File: config.mk
export PLATFORM = sky130hd
export DESIGN_NAME = pipe_ctrl_gen
export DESIGN_NICKNAME = d
export VERILOG_FILES = /design/src/rtl/pipe_ctrl_pkg.sv /design/src/rtl/stall_wdt.sv /design/src/rtl/pipe_ctrl_gen.sv
export SDC_FILE = /design/constraint.sdc
export NUM_CORES = 1
export LEC_CHECK = 0
export CORE_MARGIN = 2
export CORE_UTILIZATION = 47
export DETAILED_ROUTE_END_ITERATION = 8
export GPL_TIMING_DRIVEN = 0
export PLACE_DENSITY = 0.87
export SETUP_SLACK_MARGIN = 0.15
export SYNTH_ARGS = -nofsm -noshare
export SYNTH_HDL_FRONTEND = slang
export SYNTH_HIERARCHICAL = 1
export SYNTH_SLANG_ARGS = --single-unit
File: constraint.sdc
create_clock -name clk -period 2.6 [get_ports clk]
set_input_delay 0.26 -clock clk [delete_from_list [all_inputs] [get_ports clk]]
set_output_delay 0.26 -clock clk [all_outputs]
set_load 0.05 [all_outputs]
File: src/rtl/pipe_ctrl_pkg.sv
// Shared types and constants for the parametrised pipeline control unit.
package pipe_ctrl_pkg;

  typedef enum logic [1:0] {
    IDLE  = 2'd0,
    HOLD  = 2'd1,
    FLUSH = 2'd2
  } state_e;

  localparam int unsigned STG_IF   = 0;
  localparam int unsigned STG_ID   = 1;
  localparam int unsigned STG_DISP = 2;
  localparam int unsigned STG_EX   = 3;

endpackage

File: src/rtl/stall_wdt.sv
// Stall watchdog: counts consecutive stalled cycles and raises a sticky
// flag when the count reaches a programmable, non-zero limit.
module stall_wdt
  import pipe_ctrl_pkg::*;
#(
  parameter int unsigned WDT_W = 16
) (
  input  logic             clk,
  input  logic             rst,
  input  logic             stall_i,
  input  logic [WDT_W-1:0] limit_i,
  input  logic             clr_i,
  output logic             expired_o
);

  logic [WDT_W-1:0] cnt_q, cnt_d;
  logic             exp_q, exp_d;

  always_comb begin
    cnt_d = '0;
    if (stall_i) cnt_d = (&cnt_q) ? cnt_q : cnt_q + 1'b1;
    exp_d = exp_q;
    // Clear wins over a set landing on the same edge.
    if (clr_i)                                    exp_d = 1'b0;
    else if ((limit_i != '0) && (cnt_q == limit_i)) exp_d = 1'b1;
  end

  always_ff @(posedge clk or posedge rst) begin
    if (rst) begin
      cnt_q <= '0;
      exp_q <= 1'b0;
    end else begin
      cnt_q <= cnt_d;
      exp_q <= exp_d;
    end
  end

  assign expired_o = exp_q;

endmodule

File: src/rtl/pipe_ctrl_gen.sv
// Pipeline control: jump arbitration with a pending-redirect buffer,
// multi-cycle flush window, per-stage stall generation and stall watchdog.
module pipe_ctrl_gen
  import pipe_ctrl_pkg::*;
#(
  parameter int unsigned ADDR_W     = 32,
  parameter int unsigned NUM_JSRC   = 2,
  parameter int unsigned NUM_STAGES = 4,
  parameter int unsigned HDU_STAGE  = 1,
  parameter int unsigned FLUSH_LEN  = 1,
  parameter int unsigned WDT_W      = 16
) (
  input  logic                       clk,
  input  logic                       rst,
  input  logic [NUM_JSRC-1:0]        jump_req_i,
  input  logic [NUM_JSRC*ADDR_W-1:0] jump_addr_i,
  input  logic                       stall_ex_i,
  input  logic                       stall_clint_i,
  input  logic                       stall_hdu_i,
  input  logic                       atom_busy_i,
  input  logic                       flush_clint_i,
  input  logic [WDT_W-1:0]           wdt_limit_i,
  input  logic                       wdt_clr_i,
  output logic [NUM_STAGES-1:0]      stall_o,
  output logic [NUM_STAGES-1:0]      flush_o,
  output logic                       jump_flag_o,
  output logic [ADDR_W-1:0]          jump_addr_o,
  output logic                       jump_pending_o,
  output logic                       wdt_expired_o
);

  localparam logic [3:0] FLUSH_INIT = 4'(FLUSH_LEN - 1);

  state_e            state_q, state_d;
  logic [3:0]        cnt_q, cnt_d;
  logic [ADDR_W-1:0] pend_addr_q, pend_addr_d;

  logic              hard, block, req_any, fire;
  logic [ADDR_W-1:0] sel_addr, fire_addr;

  always_comb begin
    hard     = stall_ex_i | stall_clint_i;
    block    = hard | atom_busy_i;
    req_any  = 1'b0;
    sel_addr = '0;
    for (int unsigned i = 0; i < NUM_JSRC; i++) begin
      if (jump_req_i[i] && !req_any) begin
        req_any  = 1'b1;
        sel_addr = jump_addr_i[i*ADDR_W +: ADDR_W];
      end
    end
  end

  always_comb begin
    state_d     = state_q;
    cnt_d       = cnt_q;
    pend_addr_d = pend_addr_q;
    fire        = 1'b0;
    fire_addr   = '0;

    case (state_q)
      IDLE: begin
        if (req_any && !flush_clint_i) begin
          if (!block) begin
            fire      = 1'b1;
            fire_addr = sel_addr;
          end else begin
            pend_addr_d = sel_addr;
            state_d     = HOLD;
          end
        end
      end
      HOLD: begin
        if (!block && !flush_clint_i) begin
          fire      = 1'b1;
          fire_addr = pend_addr_q;
        end
      end
      FLUSH: begin
        // The redirect cycle itself supplies the first flush cycle.
        if (cnt_q <= 4'd1) begin
          state_d = IDLE;
          cnt_d   = '0;
        end else begin
          cnt_d = cnt_q - 4'd1;
        end
      end
      default: state_d = IDLE;
    endcase

    if (fire) begin
      pend_addr_d = '0;
      if (FLUSH_LEN > 1) begin
        state_d = FLUSH;
        cnt_d   = FLUSH_INIT;
      end else begin
        state_d = IDLE;
      end
    end

    if (flush_clint_i) begin
      state_d     = IDLE;
      cnt_d       = '0;
      pend_addr_d = '0;
    end
  end

  always_ff @(posedge clk or posedge rst) begin
    if (rst) begin
      state_q     <= IDLE;
      cnt_q       <= '0;
      pend_addr_q <= '0;
    end else begin
      state_q     <= state_d;
      cnt_q       <= cnt_d;
      pend_addr_q <= pend_addr_d;
    end
  end

  // Combinational outputs are gated by rst so reset forces them low at once.
  always_comb begin
    jump_flag_o    = fire & ~rst;
    jump_addr_o    = jump_flag_o ? fire_addr : '0;
    jump_pending_o = (state_q == HOLD) & ~rst;
    flush_o        = (!rst && (fire || flush_clint_i || state_q == FLUSH)) ? '1 : '0;
    for (int unsigned s = 0; s < NUM_STAGES; s++) begin
      stall_o[s] = ~rst & (hard | (stall_hdu_i & ~fire & (s <= HDU_STAGE)));
    end
  end

  stall_wdt #(
    .WDT_W(WDT_W)
  ) u_wdt (
    .clk      (clk),
    .rst      (rst),
    .stall_i  (hard | stall_hdu_i),
    .limit_i  (wdt_limit_i),
    .clr_i    (wdt_clr_i),
    .expired_o(wdt_expired_o)
  );

endmodule

==> results of run 1 <==
## placed cells by master, fill, tap and decap left out, types with 3 or more instances in the layout
cell	synthesis	final
a21oi_1	10	10
buf_6	5	5
a31oi_1	3	3
xor2_1	14	14
nor2_1	44	44
inv_1	7	6
buf_2	11	29
clkbuf_8	0	6
clkdlybuf4s50_1	0	90
nor4_1	9	9
dfrtp_1	50	50
a211oi_2	0	23
or3_1	8	8
clkbuf_2	0	9
clkdlybuf4s15_2	0	5
clkbuf_1	14	7
clkbuf_4	0	11
a22oi_1	32	32
nand3_1	6	6
nand4_1	8	8
buf_4	5	10
o21ai_1	5	5
xnor2_1	3	3
o21ai_0	5	5
a211oi_1	33	10
o2bb2ai_1	30	30
and4_1	4	4
nand2_1	5	4
## cell families after synthesis
kind of cell,count (synthesis)
adders and majority gates,1
AOI/OAI and AO/OA,126
DFF,50
buffers and inverters,44
and+or+nand+nor,97
muxes,2
xor gates and xnor gates,17
## worst reg2reg max path, cell delays in order (launching register included)
cell and delay, ns:
dfrtp_1 0.51, ha_1 0.30, nand3_1 0.20, nor4_1 0.42, a21oi_1 0.12, a311oi_1 0.25
## what timing repair did
item	in CTS	in global routing
gates resized for setup	191	30
endpoints found under the setup margin	40	38
endpoints found under the hold margin	0	0
cloned	1	0
setup buffers	1	0
## sequential cells by signal, indices dropped and copies added (netlist names)
| signal | cells |
|---|---|
| state_q | 1 |
| pend_addr_q | 32 |
| u_wdt/expired_o | 1 |
| u_wdt/cnt_q | 16 |
## power by group
part | switching (uW) | internal (uW) | leakage (uW) | total, uW
Sequential | 65.9 | 845 | 0.000673 | 911
Clock | 263 | 214 | 0.0000472 | 477
Combinational | 350 | 283 | 0.00124 | 632
Total | 678 | 1340 | 0.00196 | 2020
## path summary, 6_finish.rpt
path | to | slack [ns] | start | cells past startpoint
min in group asynchronous | pend_addr_q[28]$_DFFE_PP0P_ | 0.62 | rst | 3
max | stall_o[3] | 0.17 | stall_clint_i | 5
max reg2reg | u_wdt/cnt_q[14]$_DFFE_PP0P_ | 0.71 | u_wdt/cnt_q[0]$_DFFE_PP0P_ | 5
min reg2reg | pend_addr_q[14]$_DFFE_PP0P_ | 0.50 | pend_addr_q[14]$_DFFE_PP0P_ | 1
min | pend_addr_q[31]$_DFFE_PP0P_ | 0.32 | jump_req_i[0] | 3
max in group asynchronous | u_wdt/expired_o$_DFFE_PP0P_ | 1.52 | rst | 2
## per-layer routing
| layer | vias up | GRT usage, % | routed length [um] |
|---|---|---|---|
| li1 | 1576 | - | - |
| met1 | 1659 | 35.1 | 4140 |
| met2 | 141 | 49.8 | 5230 |
| met3 | 24 | 5.00 | 845 |
| met4 | 0 | 8.23 | 214 |
| met5 | - | 0 | 0 |
## synthesized netlist by cell type (all sizes together)
cell type	number	area [um2]
o22ai	2	26.3
mux2i	2	20.0
xor2	14	123
a22oi	32	240
o21ai	10	50.0
inv	8	30.0
nor2b	1	6.26
o21bai	1	7.51
or3b	1	8.76
clkbuf	14	52.6
nand4	10	83.8
nand2	5	18.8
xnor2	3	26.3
buf	22	153
and3	2	12.5
nor2	44	165
or3	9	61.3
a311oi	1	8.76
and4	4	35.0
o2bb2ai	32	293
nor4	11	90.1
nor3	3	20.0
a31oi	3	18.8
nand3	6	30.0
ha	1	12.5
a211oi	33	248
a21oi	10	50.1
o311a	1	10.0
dfrtp	50	1250
nand2b	1	6.26
o41ai	1	8.76
## layout make-up
| type | instances | area (um2) | area share, % |
|---|---|---|---|
| Buffer | 36 | 218 | 4.63 |
| Clock buffer | 6 | 82.6 | 1.76 |
| Clock inverter | 2 | 12.5 | 0.266 |
| Inverter | 8 | 33.8 | 0.718 |
| Multi-Input combinational cell | 243 | 1810 | 38.5 |
| Sequential cell | 50 | 1250 | 26.6 |
| Tap cell | 77 | 96.3 | 2.05 |
| Timing Repair Buffer | 132 | 1190 | 25.3 |
| Timing Repair inverter | 1 | 5.00 | 0.106 |
## metrics by stage
| step | TNS (ns) | cells |
|---|---|---|
| 5_1_grt | 0 | 555 |
| 2_1_floorplan | 0 | 337 |
| 3_5_place_dp | -30.38 | 545 |
| 4_1_cts | 0 | 555 |
| 3_3_place_gp | -29.48 | 545 |
| 6_report | 0 | 555 |
==> impl_results.md, run 1 <==
* DIE AREA at 0.00741 mm2
* Syn Nets at 428
* Slew Viols, Final at 0
* Post-synthesis instance total at 337
* Xor and xnor area share after synthesis at about 4.7%
* VDD IR-drop max at about 390 uV
* CP Capture Type: output port
* Mapped Avg Cell Area at approximately 9.4 um2
* DP Worst Slack at -1.07 ns
* Netlist cell types at 44
* Multiplexer share of the synthesized area at less than 1%
* CP arrival at around 2.2 ns
* Vias per inst at 6.13
* Max-slew headroom at between 40% and 50%
* Filler cells at just under 500
* I/O pins at 133
* Final hold vios at 0
* Htree depth at 2
* Synth Area in Adders at less than 1%
* Initial core utilization at 49.3%
* Max incr delay on CP at 0.81 ns
* Clock Tree Buf Depth at 2
* Post-Synth Simple-Gate Area at between 10% and 20%
* Flip-flop and latch count after synthesis at 50
* Startpoint Class: input pin
* CTS Hold Bufs at 0
* Num CTS Buffers at 5
* Final Util at approximately three quarters
* Worst endpoint required time at about 2.3 ns
* Setup violators final at 0
* Nets at roughly 570
* Initial detailed-routing violation count at 161
* Critical Path, Cell by Cell: clkdlybuf4s50_1, nor2_1, nor2_1, buf_4, clkdlybuf4s50_1
* Hold/Removal Path Class: in2reg
* Tcrit/Tclk final at between 90% and 100%
* DR pass1 iterations at 5
* First-pass GRT wire length at 16600 um
* Buf/Inv on CP at 3
* Area of the core at approximately 0.0064 mm2
* Hold slack at 0.315 ns
* Synth Area in Compound Gates at a little under a third
* Total gr overflow at 0
* Die height at approximately 86 um
* Delay-heaviest family, CP: buffers and inverters
* Largest family of logic cells by synthesized area: compound AO/OA/AOI/OAI gates
* Number of diodes at 0
* HPWL after DPL at around 8100 um
* Tmin final at between 2 and 2.5 ns
* Clock Skews at about 0.0043 ns
* Layout cells sized above 1 at about a quarter
* CTS tree: yes
* CTS Sinks at 50
* PwrDens at ~430 mW/mm2
* RSZ-0062 raised after global routing: yes
* Critical-path top delay cell: clkdlybuf4s50_1
* Synthesis-to-finish area growth at 48.5%
* Yosys warning total at 6
* Crit path kind: in2out
* Initial antenna violation count at 0
* PnR worst setup slack at approximately 0.17 ns
* Row cnt at 29
* Gpl congestion at around 0.87
* Pin count of the biggest net entering global routing at 18
* WL/cell at about 19 um
* Maximum clock frequency at a little over 400 MHz
* Clock insertion delay at the later pin of the skew report at 0.31 ns
* Vias at 3400
* Gr usage total at ~28%
* Chip width at between 80 and 90 um
* Post-synthesis sequential area ratio at 39.5%
* ANT nets after route at 0
* Actual slew at the worst max-slew pin at 0.787 ns
* Clk slew on worst S/H paths at 0.09 ns
* Maximum Capacitance Violations at 0
* Design area at around 0.0047 mm2
* DRT Wirelength at between 10000 and 15000 um
* Crit path max fanout at 4
* Status: finished, final reports clean
* Placed Area at about 0.0047 mm2
* IO Port Bufs at approximately 130
* Vias in the first global route at between 3000 and 4000
* Design Power at 2020 uW
* Synthesized area at around 0.0032 mm2
* P_leak at approximately 0.0020 uW
* # DRC at 0
* Root buf cell: clkbuf_8
(Power assumes the default switching activity.)
==> run 2, diff against run 1 <==
--- a/config.mk
+++ b/config.mk
@@ -13,5 +13,4 @@
 export SETUP_SLACK_MARGIN = 0.15
 export SYNTH_ARGS = -nofsm -noshare
 export SYNTH_HDL_FRONTEND = slang
-export SYNTH_HIERARCHICAL = 1
 export SYNTH_SLANG_ARGS = --single-unit
==> constraint.sdc (replaced) <==
create_clock -name clk -period 2.8 [get_ports clk]
set_input_delay 0.28 -clock clk [delete_from_list [all_inputs] [get_ports clk]]
set_output_delay 0.28 -clock clk [all_outputs]
set_load 0.05 [all_outputs]
==> run 2 against run 1 <==
Clock power shrank 5.9%. Largest power group unchanged. Register-to-register slack better by 0.08 ns. Largest cell class unchanged. Core utilization shrank 4.0 points.
==> impl_results.md, run 2 <==
* EDFF count, synth at 0
* First-pass GRT wire length at between 15000 and 20000 um
* Max-slew headroom at 37.2%
* Design area at between 0.004 and 0.005 mm2
* Num CTS Buffers at 5
* Clock Tree Buf Depth at 2
* Post-Synth Simple-Gate Area at 19.8%
* Clock Skews at between 0.003 and 0.004 ns
* Area share of the largest cell type after synthesis at about two fifths
* Netlist cell types at between 40 and 50
* Filler cells at between 500 and 600
* Gpl congestion at around 0.95
* Row cnt at 30
* Clk slew on worst S/H paths at 0.09 ns
* Layout cells sized above 1 at between 10% and 20%
* Clock insertion delay at the later pin of the skew report at 0.31 ns
* Synth Area in Compound Gates at just under 30%
* CP most frequent cell: buf_6
* Max reg flops at 32
* Most frequent cells in the layout: clkdlybuf4s50_1 (90), dfrtp_1 (50), nor2_1 (39)
* Startpoint Class: input pin
* Levels on crit path at 8
* Leading area contributor after synthesis: dfrtp_1
* Sum Neg Setup Slack at 0 ns
* DR pass1 iterations at 4
* Synth top cells by count: dfrtp_1 (50), nor2_1 (40), a22oi_1 (31)
* CP Capture Type: output port
* Multiplexer share of the synthesized area at less than 1%
* Maximum clock frequency at a little under 400 MHz
* Ys async rst share at 100%
* CTS Sinks at 50
* Initial core utilization at roughly 48%
* Post-synthesis sequential area ratio at 39.0%
* Flip-flop and latch count after synthesis at 50
* Vias in the first global route at approximately 3500
* VDD IR-drop max at between 200 and 250 uV
* ANT nets after route at 0
* Mapped Avg Cell Area at just over 9 um2
* Largest regs: pend_addr_q (32), u_wdt.cnt_q (16)
* I/O pins at 133
* Placed Cells at 564
* HPWL after DPL at 7630 um
* CTS tree: yes
* Maximum Capacitance Violations at 0
* RSZ-0062 raised after global routing: no
* DRT Wirelength at between 10000 and 15000 um
* Tcrit/Tclk final at just over 90%
* Die height at roughly 87 um
* Design Power at about 1800 uW
* Yosys warning total at 0
* IO Port Bufs at between 100 and 150
* Crit path kind: in2out
* Most common cell after layout, fill and taps aside: clkdlybuf4s50_1
* Number of diodes at 0
* # DRC at 0
* Pin count of the biggest net entering global routing at 27
* Htree depth at 2
* Largest family of logic cells by synthesized area: compound AO/OA/AOI/OAI gates
* Hold Path Cell Cnt at 2
* P_leak at between 0.0015 and 0.002 uW
* Vias at about 3500
* Path depth of the worst reg2reg path at 3
* DIE AREA at approximately 0.0075 mm2
* Buf/Inv on CP at 4
* Tmin final at approximately 2.6 ns
* Root buf cell: clkbuf_8
* WL/cell at about 18 um
* Setup violators final at 0
* Gr usage total at 28.0%
* Placed Area at about 0.0046 mm2
* Nets at 586
* Synthesis-to-finish area growth at 44.8%
* Max incr delay on CP at between 0.6 and 0.7 ns
* Initial detailed-routing violation count at 200
* Initial antenna violation count at 0
* Reg2reg start: state_q[0]$_DFFE_PP0P_
* Hold slack at 0.450 ns
* Hold/Removal Path Class: in2reg
* Synth Area in Adders at 0.390%
* Reg-to-reg slack, setup at just under 0.8 ns
* Vias per inst at 6.12
* Slew Viols, Final at 0
* Chip width at between 80 and 90 um
* Synthesized area at 0.00321 mm2
* Total gr overflow at 0
* Critical Path, Cell by Cell: dlygate4sd2_1, or4_4, or3_1, buf_6, buf_6, a2bb2oi_2, nor2_2, buf_4
* CP arrival at around 2.3 ns
* Post-route insts no fill at approximately 580
* Final hold vios at 0
* Critical-path top delay cell: or4_4
* Xor and xnor area share after synthesis at under 10%
* Area of the core at around 0.0067 mm2
* Status: finished, final reports clean
* Syn Nets at approximately 440
* Top-count cell post-synth: dfrtp_1
* Min-delay src: flush_clint_i
* PwrDens at about 390 mW/mm2
* Ys flop type: dfrtp_1
* Most flops, register: pend_addr_q
* Crit path max fanout at 10
* Post-synthesis instance total at 353
* Delay-heaviest family, CP: simple AND/OR/NAND/NOR gates
* RR Endpoint: pend_addr_q[17]$_DFFE_PP0P_
* Hold endpoint: state_q[0]$_DFFE_PP0P_
* Top post-synthesis cells by area: dfrtp_1 (39%), a22o_1 (7.6%), a22oi_1 (7.2%)
* Actual slew at the worst max-slew pin at between 0.9 and 1 ns
* Worst endpoint required time at around 2.5 ns
* Worst setup path startpoint: stall_clint_i
[run 2: changes by cell type after synthesis, moves of 10 or more]
cell and change:
a211oi_1 -30, o2bb2ai_1 -30, a22o_1 +28, nand2_1 +18
o21ai_0 +18, nor3_1 +11, a2bb2oi_2 +10, nor2_2 +10
[run 2: report_power, final]
part	internal (uW)	switching [uW]
combinational	250	249
clock	200	248
sequential	782	70.1
[run 2: worst max path at each step]
| stage | end | slack, ns |
|---|---|---|
| 6_report | jump_addr_o[29] | 0.22 |
| 5_1_grt | jump_addr_o[0] | 0.16 |
| 4_1_cts | stall_o[1] | 0.15 |
| 2_1_floorplan | stall_o[1] | 0.31 |
| 3_5_place_dp | jump_addr_o[26] | -1.31 |
| 3_3_place_gp | jump_addr_o[3] | -1.25 |
[run 2: cell type report]
| type | count | area (um2) | area share, % |
|---|---|---|---|
| Multi-Input combinational cell | 267 | 1800 | 38.7 |
| Sequential cell | 50 | 1250 | 26.9 |
| Timing Repair Buffer | 133 | 1200 | 25.8 |
| Buffer | 30 | 170 | 3.66 |
| Tap cell | 80 | 100 | 2.15 |
| Clock buffer | 7 | 86.3 | 1.86 |
| Inverter | 6 | 26.3 | 0.565 |
| Timing Repair inverter | 2 | 12.5 | 0.269 |
| Clock inverter | 1 | 5.00 | 0.108 |
[run 2: cells by family (layout without fill, tap and decap cells)]
logic type | after synthesis | in the layout
AND/OR/NAND/NOR | 126 | 126
multiplexers | 2 | 2
XOR/XNOR | 19 | 19
flip-flops | 50 | 50
adder cells (fa/ha/maj) | 1 | 1
buffers and inverters | 36 | 179
AO/OA/AOI/OAI | 119 | 119
[run 2: stage by stage]
| step | utilization, % | setup WS, ns |
|---|---|---|
| final | 69.2 | 0.220 |
| after global routing | 69.2 | 0.164 |
| after CTS | 69.0 | 0.153 |
| after detailed placement | 68.9 | -1.31 |
| after global placement | 68.9 | -1.25 |
| after floorplan | - | 0.306 |
[run 2: timing repair]
item	4_1_cts	5_1_grt
setup endpoints to repair	39	36
hold buffers	0	0
buffers inserted	2	0
cloned	2	0
gates resized for setup	181	13
[run 2: worst register-to-register path: stages (launching register included)]
cell	delay [ns]
dfrtp_1	0.47
nor4_1	0.83
clkbuf_1	0.44
a22o_1	0.21
[run 2: metal layers]
metal | track usage (%) | share of wire, %
met2 | 46.8 | 50
met4 | 9.94 | 2.1
met5 | 0 | 0
met1 | 36.4 | 40
met3 | 5.14 | 7.8
